File: config.mk
export PLATFORM = sky130hd
export DESIGN_NAME = uart_rx_param
export DESIGN_NICKNAME = d
export VERILOG_FILES = /design/src/rtl/uart_rx_param.sv
export SDC_FILE = /design/constraint.sdc
export NUM_CORES = 1
export LEC_CHECK = 0
export ABC_AREA = 1
export CORE_UTILIZATION = 56
export DETAILED_ROUTE_END_ITERATION = 10
export PLACE_DENSITY_LB_ADDON = 0.15
export SLEW_MARGIN = 20
export SYNTH_ARGS = -nofsm -noshare
export SYNTH_HDL_FRONTEND = slang
export SYNTH_SLANG_ARGS = --single-unit
File: constraint.sdc
create_clock -name clk -period 1.6 [get_ports clk]
set_input_delay 0.16 -clock clk [delete_from_list [all_inputs] [get_ports clk]]
set_output_delay 0.16 -clock clk [all_outputs]
set_load 0.01 [all_outputs]
File: src/rtl/uart_rx_param.sv
// rtl/uart_rx_param.sv - parametrised oversampling UART receiver with valid/ready output
//
// Receives asynchronous serial frames (start, DATA_BITS data LSB first, optional
// parity, STOP_BITS stop bits) and presents each word on a valid/ready handshake.
// The oversample tick is derived from clk by an integer divider that only runs
// while a frame is in progress.
//
// Ports:
//   clk         in   system clock, rising edge
//   rst_n       in   asynchronous active-low reset
//   rx          in   serial line, idle high, asynchronous to clk
//   rx_data     out  received word, valid while rx_valid is high
//   rx_valid    out  word available, held until consumed
//   rx_ready    in   consumer accepts the word on rx_valid && rx_ready
//   parity_err  out  parity mismatch on the held word (0 when PARITY = 0)
//   frame_err   out  a stop bit was sampled low on the held word
//   overrun     out  one-cycle pulse when a completed frame was dropped
//   busy        out  receiver is not idle

module uart_rx_param #(
  parameter int DATA_BITS       = 8,
  parameter int PARITY          = 0,
  parameter int STOP_BITS       = 1,
  parameter int OVERSAMPLE      = 8,
  parameter int CLKS_PER_SAMPLE = 1
) (
  input  logic                 clk,
  input  logic                 rst_n,
  input  logic                 rx,
  output logic [DATA_BITS-1:0] rx_data,
  output logic                 rx_valid,
  input  logic                 rx_ready,
  output logic                 parity_err,
  output logic                 frame_err,
  output logic                 overrun,
  output logic                 busy
);

  localparam int DW = (CLKS_PER_SAMPLE > 1) ? $clog2(CLKS_PER_SAMPLE) : 1;
  localparam int TW = $clog2(OVERSAMPLE);
  localparam int BW = 4;

  localparam logic [DW-1:0] DIV_LAST  = DW'(CLKS_PER_SAMPLE - 1);
  localparam logic [TW-1:0] TICK_MID  = TW'(OVERSAMPLE / 2 - 1);
  localparam logic [TW-1:0] TICK_LAST = TW'(OVERSAMPLE - 1);
  localparam logic [BW-1:0] DATA_LAST = BW'(DATA_BITS - 1);
  localparam logic [BW-1:0] STOP_LAST = BW'(STOP_BITS - 1);
  localparam logic          ODD       = (PARITY == 2);
  localparam logic          HAS_PAR   = (PARITY != 0);

  typedef enum logic [2:0] {
    ST_IDLE,
    ST_START,
    ST_DATA,
    ST_PARITY,
    ST_STOP,
    ST_BREAK
  } state_t;

  state_t               state;
  logic                 rx_meta;
  logic                 rx_s;
  logic [DW-1:0]        div_cnt;
  logic [TW-1:0]        tick_cnt;
  logic [BW-1:0]        bit_cnt;
  logic [DATA_BITS-1:0] shift_reg;
  logic                 par_err_int;
  logic                 frm_err_int;
  logic                 done;
  logic                 tick;
  logic                 sample;

  // Two-flop synchroniser; idles high so reset does not look like a start edge.
  always_ff @(posedge clk or negedge rst_n) begin
    if (!rst_n) begin
      rx_meta <= 1'b1;
      rx_s    <= 1'b1;
    end else begin
      rx_meta <= rx;
      rx_s    <= rx_meta;
    end
  end

  assign tick   = (state != ST_IDLE) && (div_cnt == DIV_LAST);
  // After the start-bit realignment, the last tick of each bit period is mid-bit.
  assign sample = tick && (tick_cnt == TICK_LAST);
  assign busy   = (state != ST_IDLE);

  always_ff @(posedge clk or negedge rst_n) begin
    if (!rst_n) begin
      state       <= ST_IDLE;
      div_cnt     <= '0;
      tick_cnt    <= '0;
      bit_cnt     <= '0;
      shift_reg   <= '0;
      par_err_int <= 1'b0;
      frm_err_int <= 1'b0;
      done        <= 1'b0;
      rx_data     <= '0;
      rx_valid    <= 1'b0;
      parity_err  <= 1'b0;
      frame_err   <= 1'b0;
      overrun     <= 1'b0;
    end else begin
      done    <= 1'b0;
      overrun <= 1'b0;

      // Divider is held at 0 in IDLE so every frame starts with a full tick period.
      if (state == ST_IDLE || tick) begin
        div_cnt <= '0;
      end else begin
        div_cnt <= div_cnt + DW'(1);
      end

      if (tick) begin
        tick_cnt <= (tick_cnt == TICK_LAST) ? '0 : tick_cnt + TW'(1);
      end

      unique case (state)
        ST_IDLE: begin
          if (!rx_s) begin
            state       <= ST_START;
            tick_cnt    <= '0;
            bit_cnt     <= '0;
            par_err_int <= 1'b0;
            frm_err_int <= 1'b0;
          end
        end

        ST_START: begin
          if (tick && tick_cnt == TICK_MID) begin
            if (rx_s) begin
              state <= ST_IDLE;
            end else begin
              state    <= ST_DATA;
              tick_cnt <= '0;
            end
          end
        end

        ST_DATA: begin
          if (sample) begin
            shift_reg <= {rx_s, shift_reg[DATA_BITS-1:1]};
            if (bit_cnt == DATA_LAST) begin
              bit_cnt <= '0;
              state   <= HAS_PAR ? ST_PARITY : ST_STOP;
            end else begin
              bit_cnt <= bit_cnt + BW'(1);
            end
          end
        end

        ST_PARITY: begin
          if (sample) begin
            // XOR over data and parity bit is 0 for good even parity, 1 for good odd.
            par_err_int <= (^shift_reg) ^ rx_s ^ ODD;
            state       <= ST_STOP;
          end
        end

        ST_STOP: begin
          if (sample) begin
            frm_err_int <= frm_err_int | ~rx_s;
            if (bit_cnt == STOP_LAST) begin
              bit_cnt <= '0;
              done    <= 1'b1;
              // A low stop bit may be a held-low line; wait for it to go high first.
              state   <= (frm_err_int || !rx_s) ? ST_BREAK : ST_IDLE;
            end else begin
              bit_cnt <= bit_cnt + BW'(1);
            end
          end
        end

        ST_BREAK: begin
          if (rx_s) begin
            state <= ST_IDLE;
          end
        end

        default: state <= ST_IDLE;
      endcase

      // Output handshake; a completion in the consume cycle overrides the clear.
      if (rx_valid && rx_ready) begin
        rx_valid   <= 1'b0;
        parity_err <= 1'b0;
        frame_err  <= 1'b0;
      end

      if (done) begin
        if (!rx_valid || rx_ready) begin
          rx_data    <= shift_reg;
          rx_valid   <= 1'b1;
          parity_err <= par_err_int;
          frame_err  <= frm_err_int;
        end else begin
          overrun <= 1'b1;
        end
      end
    end
  end

endmodule

==> results of run 1 <==
-- power by group through the flow --
stage          Sequential [mW]  Clock (mW)  Combinational [mW]
5_1_grt                   1.02       0.689               0.710
3_5_place_dp              1.03           0               0.587
2_1_floorplan             1.02           0               0.446
4_1_cts                   1.01       0.657               0.613
6_report                  1.01       0.644               0.632
3_3_place_gp              1.03           0               0.584
-- final timing paths --
path	start	endpoint	slack, ps	depth (start not counted)
hold / removal	rst_n	rx_data[0]	170	2
min in group clk	rx	rx_meta	210	1
setup / recovery	state[1]	busy	90	3
hold reg to reg	rx_meta	rx_s	360	0
setup reg to reg	tick_cnt[0]	bit_cnt[1]	90	10
max in group asynchronous	rst_n	rx_meta	1170	2
-- through the flow --
| step | hold slack [ps] | TNS, ps | power, mW |
|---|---|---|---|
| 2_1_floorplan | -135.6 | 0 | 1.465 |
| 3_3_place_gp | 345.7 | 0 | 1.611 |
| 3_5_place_dp | 347.0 | 0 | 1.614 |
| 4_1_cts | 174.9 | 0 | 2.278 |
| 5_1_grt | 160.0 | -27.63 | 2.418 |
| 6_report | 166.1 | 0 | 2.286 |
-- layer usage --
layer | track usage [%] | vias to the layer above
li1 | - | 773
met1 | 29.24 | 672
met2 | 32.22 | 35
met3 | 6.494 | 5
met4 | 8.970 | 0
met5 | 0 | -
-- synthesized netlist by cell type --
master | number | area share [%]
nand2_1 | 66 | 13
dfrtp_1 | 34 | 45
inv_1 | 29 | 5.8
nand3_1 | 15 | 4.0
o21ai_0 | 14 | 3.7
nor2_1 | 12 | 2.4
o21ai_2 | 8 | 3.7
nand2_2 | 5 | 1.7
a21oi_1 | 4 | 1.1
ha_1 | 4 | 2.7
nand2_4 | 4 | 2.4
nor3_1 | 4 | 1.1
xor2_1 | 4 | 1.9
inv_2 | 3 | 0.60
nor2_2 | 3 | 1.0
o21ai_1 | 3 | 0.80
o21bai_1 | 3 | 1.2
dfstp_2 | 2 | 2.8
a21oi_2 | 1 | 0.47
buf_8 | 1 | 0.80
clkbuf_1 | 1 | 0.20
conb_1 | 1 | 0.20
mux2_2 | 1 | 0.60
nand3_2 | 1 | 0.53
nand3_4 | 1 | 0.94
nand3b_1 | 1 | 0.40
or2_1 | 1 | 0.33
-- repair_timing --
| action | 4_1_cts | 5_1_grt |
|---|---|---|
| resized for setup | 3 | 15 |
| endpoints found under the setup margin | 1 | 8 |
| setup buffers | 2 | 1 |
| pin swaps | 0 | 8 |
-- placed cells by master, fill, tap and decap left out, drive strengths merged, types with 3 or more instances in the layout --
cell	n
inv	32
dfrtp	34
nand3	17
a21oi	5
buf	9
o21ai	25
ha	4
clkdlybuf4s50	15
clkbuf	5
nor3	4
nand2	75
xor2	4
o21bai	3
nor2	15
-- area by class of cell --
class | instances | area (sq um) | area share [%]
Tap cell | 44 | 55.05 | 2.414
Inverter | 32 | 122.6 | 5.376
Multi-Input combinational cell | 156 | 879.6 | 38.56
Clock buffer | 5 | 37.54 | 1.646
Sequential cell | 36 | 904.6 | 39.66
Timing Repair Buffer | 25 | 239.0 | 10.48
Clock inverter | 3 | 42.54 | 1.865
-- critical path: cells and delay by family (launching register included) --
family / cells / cell delay, ps
buf+inv: 1 / 300
flops: 1 / 470
simple gates: 2 / 240
-- kinds of logic (layout without fill, tap and decap cells) --
kind of cell,Yosys count,in the layout,share of synthesized area [%]
fa+ha+maj,4,4,2.672
mux,1,1,0.6012
compound gates,33,33,11.02
simple gates,113,113,27.99
flops,36,36,48.23
buf+inv,34,65,7.414
xor+xnor,4,4,1.870
other cells,1,1,0.2002
==> run summary, run 1 <==
Post-route clock skew: 12.26 ps
Post-Syn Area: 1873 sq um
Setup crit end kind: output pin
Clk pin slew, worst setup/hold paths: 120 ps
Initial antenna violation count: 0
Cell Pwr Density: 1002 nW/um^2
Utilization after layout: 73.51%
Fillcell total: 255
Int Pwr: 1.519 mW
Maxcap violations: 0
Placement Cell Area: 2127 sq um
Critical-path cell list: nor2_4 > nand2_4 > dlygate4sd2_1
FMAX: 661.1 MHz
Synth Instances: 226
CTS tree: done
Die Area: 3580 sq um
Clock Latency Late Sink: 350 ps
Slew Limit Fails: 0
DR vias/cell: 4.934
Ports: 17
HP Class: in -> async
ANT cells: 0
Startpoint types: flop
Post-synthesis cell type count: 27
Final hold vios: 0
Syn avg cell area: 8.288 sq um
Vias in the first global route: 1278
Number of synthesized register bits: 36
DRT Pass-1 Iters: 4
Routed length on met2: 1.560 mm
Flop pwr share: 44.2%
GRT Util Overall: 21.58%
Fraction of final layout cells sized beyond drive strength 1: 22.57%
Rows: 20
Switching Fraction: 33.53%
DRT antenna net count: 0
Routed wire length: 3.384 mm
WP data arrival: 1350 ps
Core Footprint: 3103 sq um
H-tree Lvls: 2
Iter 0 DRT Violations: 134
CTS Hold Bufs: 0
Met3 wire length: 137 um
Yosys warnings: 0
Slowest-stage cell, CP: dfrtp_2
Area Overhead vs Synth: 21.78%
Setup violations, final: 0
# DRC: 0
Combinational fraction of design power: 27.6%
Routed via count: 1485
Sequential area share after synthesis: 48.23%
Initial core utilization: 60.36%
Syn nets: 234
Crit path kind: reg -> out
Worst path max stage delay: 470 ps
Final Net Count: 264
Clk sinks: 36
Post-Route M1 WL: 1.635 mm
Gr ovfl total: 0
Switching pwr: 766.4 uW
Crit share post-route: 94.54%
Die W: 59.84 um
Root Buffer: clkbuf_4
Maximum vdd drop: 848.4 uV
Top routing layer used: met4
Clk buf depth: 2
Place WS: 74.73 ps
Total CTS buffers: 5
Die Ht: 59.84 um
Leakage power total: 1.122 nW
IO Port Bufs: 16
Largest net degree at the start of global routing: 37
Period minus WS final: 1513 ps
CP max FO: 9
DP Cell Count: 290
WP data required: 1440 ps
Status: finished, final reports clean
Power share of the clock group: 28.2%
Routability cong.: 0.8065
Post-DP HPWL: 2.353 mm
Fin area: 2281 sq um
Crit path setup slack, layout: 87.41 ps
Drt wl/cell: 11.24 um
Finished Layout Cells: 301
First-pass GRT wire length: 5.526 mm
Note: power is estimated with default switching activity, not from simulation.
==> run 2, diff against run 1 <==
Settings changed: PLACE_DENSITY set to 0.85, PLACE_DENSITY_LB_ADDON 0.15 to unset, TNS_END_PERCENT set to 5.
==> run summary, run 2 (synthesized netlist as in run 1, its figures left out) <==
Status: finished, final reports clean
ANT cells: 0
Drt wl/cell: 11.68 um
Die W: 59.84 um
Period minus WS final: 1506 ps
Fraction of final layout cells sized beyond drive strength 1: 21.40%
Startpoint types: flop
Crit share post-route: 94.14%
DRT Pass-1 Iters: 4
Clk pin slew, worst setup/hold paths: 110 ps
Crit path kind: reg -> out
Seq. cell area: 904.6 sq um
Cell Pwr Density: 1010 nW/um^2
Leakage power total: 1.129 nW
Final hold vios: 0
WP data arrival: 1350 ps
Setup crit end kind: output pin
GRT Util Overall: 22.29%
First-pass GRT wire length: 5.844 mm
Core Footprint: 3103 sq um
Total CTS buffers: 5
Initial core utilization: 60.36%
CP top delay family: flip-flops
Gr ovfl total: 0
Maximum vdd drop: 834.9 uV
Maxcap violations: 0
H-tree Lvls: 2
FMAX: 663.9 MHz
Rows: 20
DRT antenna net count: 0
Iter 0 DRT Violations: 59
Routability cong.: 0.8476
Post-DP HPWL: 2.504 mm
HP Class: in -> async
Post-route clock skew: 2.793 ps
CP max FO: 9
Routed wire length: 3.517 mm
Die Area: 3580 sq um
CTS Hold Bufs: 0
Clk buf depth: 2
Most frequent cells in the layout: nand2_1 (65), dfrtp_1 (33), inv_1 (26), nand3_1 (15), clkdlybuf4s50_1 (15)
Commonest non-fill, non-tap cell in the layout: nand2_1
Critical-path cell list: nor2_4 > nand2_4 > dlygate4sd2_1
Initial antenna violation count: 0
Final Net Count: 264
Multi-input logic area: 874.6 sq um
Ports: 17
Slowest-stage cell, CP: dfrtp_2
Setup violations, final: 0
Setup TNS: 0 ps
Root Buffer: clkbuf_4
Worst path max stage delay: 460 ps
Fillcell total: 255
CTS tree: done
Clk sinks: 36
Crit path buffers/inverters: 1
Clock Latency Late Sink: 340 ps
Routed via count: 1534
IO Port Bufs: 16
WP data required: 1440 ps
DR vias/cell: 5.096
Largest net degree at the start of global routing: 37
Vias in the first global route: 1418
Slew Limit Fails: 0
# DRC: 0
Die Ht: 59.84 um
WHS: 220.8 ps
Area Overhead vs Synth: 21.18%
run 2: cell types whose count changed in the layout (fill, tap and decap cells not counted), sizes merged:
cell | previous run | this run
clkinvlp | 1 | 0
clkbuf | 5 | 6
run 2: routing by layer:
| layer | track usage (%) | part of all wire, % | wire length (um) |
|---|---|---|---|
| met5 | 0 | 0 | 0 |
| met3 | 6.710 | 3.7 | 129 |
| met2 | 37.78 | 48 | 1684 |
| met4 | 9.302 | 1.9 | 68 |
| met1 | 26.15 | 47 | 1636 |
run 2: where the power goes:
group / total (mW) / leakage [nW] / internal [mW] / switching [mW]
Clock: 0.635 / 0.0422 / 0.327 / 0.307
Combinational: 0.654 / 0.599 / 0.248 / 0.406
Sequential: 1.00 / 0.488 / 0.962 / 0.0410
run 2: area by class of cell:
cell class	instances	share of cell area [%]
Clock buffer	6	1.819
Clock inverter	2	1.544
Inverter	32	5.292
Multi-Input combinational cell	156	38.53
Sequential cell	36	39.86
Tap cell	44	2.426
Timing Repair Buffer	25	10.53
run 2: path summary, 6_finish.rpt:
check / cells after the start / start / end / slack, ps
hold / removal: 2 / rst_n / rx_data[5] / 220
setup / recovery: 3 / state[1] / busy / 90
hold reg to reg: 0 / rx_meta / rx_s / 370
max in group asynchronous: 2 / rst_n / rx_meta / 1040
setup reg to reg: 10 / tick_cnt[1] / bit_cnt[0] / 100
min in group clk: 1 / rx / rx_meta / 220
run 2: through the flow:
stage	util, %	instance area [sq um]	setup WS, ps	total power, mW	std cells
detailed placement	68.06	2112	44.89	1.624	288
global route	73.15	2270	-8.904	2.407	301
global placement	68.06	2112	110.5	1.609	288
CTS	71.17	2208	69.21	2.280	298
finish	73.15	2270	93.79	2.292	301
floorplan	-	1873	283.8	1.465	226
run 2: what timing repair did:
action	CTS	global route
pin swaps	0	8
resized for setup	3	12
buffers inserted	2	3
setup endpoints to repair	1	9
==> run 3, diff against run 2 <==
Settings changed: CORE_MARGIN set to 2, SLEW_MARGIN 20 to 40.
==> run summary, run 3 (synthesized netlist as in run 1, its figures left out) <==
Status: finished, final reports clean
DRT Pass-1 Iters: 4
Area Overhead vs Synth: 20.57%
Setup crit end kind: output pin
Clk sinks: 36
Clk pin slew, worst setup/hold paths: 110 ps
Die Ht: 61.84 um
CTS tree: done
DR vias/cell: 5.007
Largest net degree at the start of global routing: 37
CP startpoint: state[0]
Ports: 17
Gr ovfl total: 0
IO Port Bufs: 16
FMAX: 665.4 MHz
GRT Util Overall: 21.69%
WP data required: 1440 ps
Routed wire length: 3.487 mm
Root Buffer: clkbuf_4
Iter 0 DRT Violations: 34
Routed via count: 1512
Clock Latency Late Sink: 340 ps
Die W: 61.84 um
R2R Path End: bit_cnt[0]
Cell Pwr Density: 1016 nW/um^2
Final total power: 2.294 mW
Leakage power total: 1.134 nW
Most frequent cells in the layout: nand2_1 (66), dfrtp_1 (34), inv_1 (27), nand3_1 (15), clkdlybuf4s50_1 (15)
CP max FO: 9
DRT antenna net count: 0
CTS Hold Bufs: 0
HP Class: in -> async
ANT cells: 0
Startpoint types: flop
WP data arrival: 1340 ps
Crit path kind: reg -> out
Fin area: 2258 sq um
Critical R2R Launch: tick_cnt[1]
Post-DP HPWL: 2.535 mm
Setup crit end: busy
Reg2Reg Depth: 10
First-pass GRT wire length: 5.975 mm
Fraction of final layout cells sized beyond drive strength 1: 18.60%
Vias in the first global route: 1451
Final Net Count: 265
Setup TNS: 0 ps
Setup slack, reg-to-reg: 130 ps
Setup violations, final: 0
Drt wl/cell: 11.55 um
H-tree Lvls: 2
Initial core utilization: 59.88%
Initial antenna violation count: 0
Die Area: 3824 sq um
Core Footprint: 3128 sq um
Routability cong.: 0.8810
Maximum vdd drop: 660.5 uV
Placement Cell Area: 2140 sq um
Commonest non-fill, non-tap cell in the layout: nand2_1
Crit share post-route: 93.93%
Clk buf depth: 2
Period minus WS final: 1503 ps
# DRC: 0
Rows: 20
Slew Limit Fails: 0
Total CTS buffers: 5
Maxcap violations: 0
Post-route clock skew: 11.85 ps
Final hold vios: 0
[run 3: repair_timing]
action | in CTS | in global routing
setup buffers | 3 | 1
setup endpoints to repair | 1 | 4
resized for setup | 2 | 3
[run 3: cell type report]
class                           instances  area (sq um)
Sequential cell                        36         903.4
Fill cell                             246         869.6
Multi-Input combinational cell        156         844.6
Timing Repair Buffer                   26         259.0
Inverter                               32         120.1
Tap cell                               44         55.05
Clock buffer                            6         41.29
Clock inverter                          2         35.03
[run 3: routing by layer]
| metal | vias up | routed length, um | global-route usage (%) |
|---|---|---|---|
| met1 | 713 | 1601 | 24.19 |
| met4 | 0 | 82 | 9.422 |
| li1 | 770 | - | - |
| met2 | 20 | 1694 | 38.80 |
| met3 | 9 | 108 | 5.797 |
| met5 | - | 0 | 0 |
[run 3: worst min path at each step]
stage	end	start	depth (start not counted)
after floorplan	bit_cnt[0]	rst_n	0
after global routing	shift_reg[4]	rst_n	2
after CTS	rx_data[5]	rst_n	2
final	shift_reg[4]	rst_n	2
after global placement	rx_s	rx_meta	0
after detailed placement	rx_s	rx_meta	0
[run 3: worst max-delay path, cell delays in order (launching register included)]
cell and delay [ps]:
dfrtp_1 420, nor2_4 170, nand2_4 110, dlygate4sd2_1 300
[run 3: report_power, final]
group | internal, mW | switching (mW)
Sequential | 0.962 | 0.0418
Clock | 0.328 | 0.305
Combinational | 0.249 | 0.408
[run 3: through the flow]
| step | hold slack [ps] | setup slack (ps) | util, % | instances |
|---|---|---|---|---|
| floorplan | -135.6 | 283.8 | - | 226 |
| global placement | 345.8 | 165.5 | 68.40 | 290 |
| detailed placement | 360.5 | 132.2 | 68.40 | 290 |
| CTS | 175.5 | 94.10 | 71.68 | 301 |
| global route | 172.6 | -4.225 | 72.20 | 302 |
| finish | 175.1 | 97.08 | 72.20 | 302 |
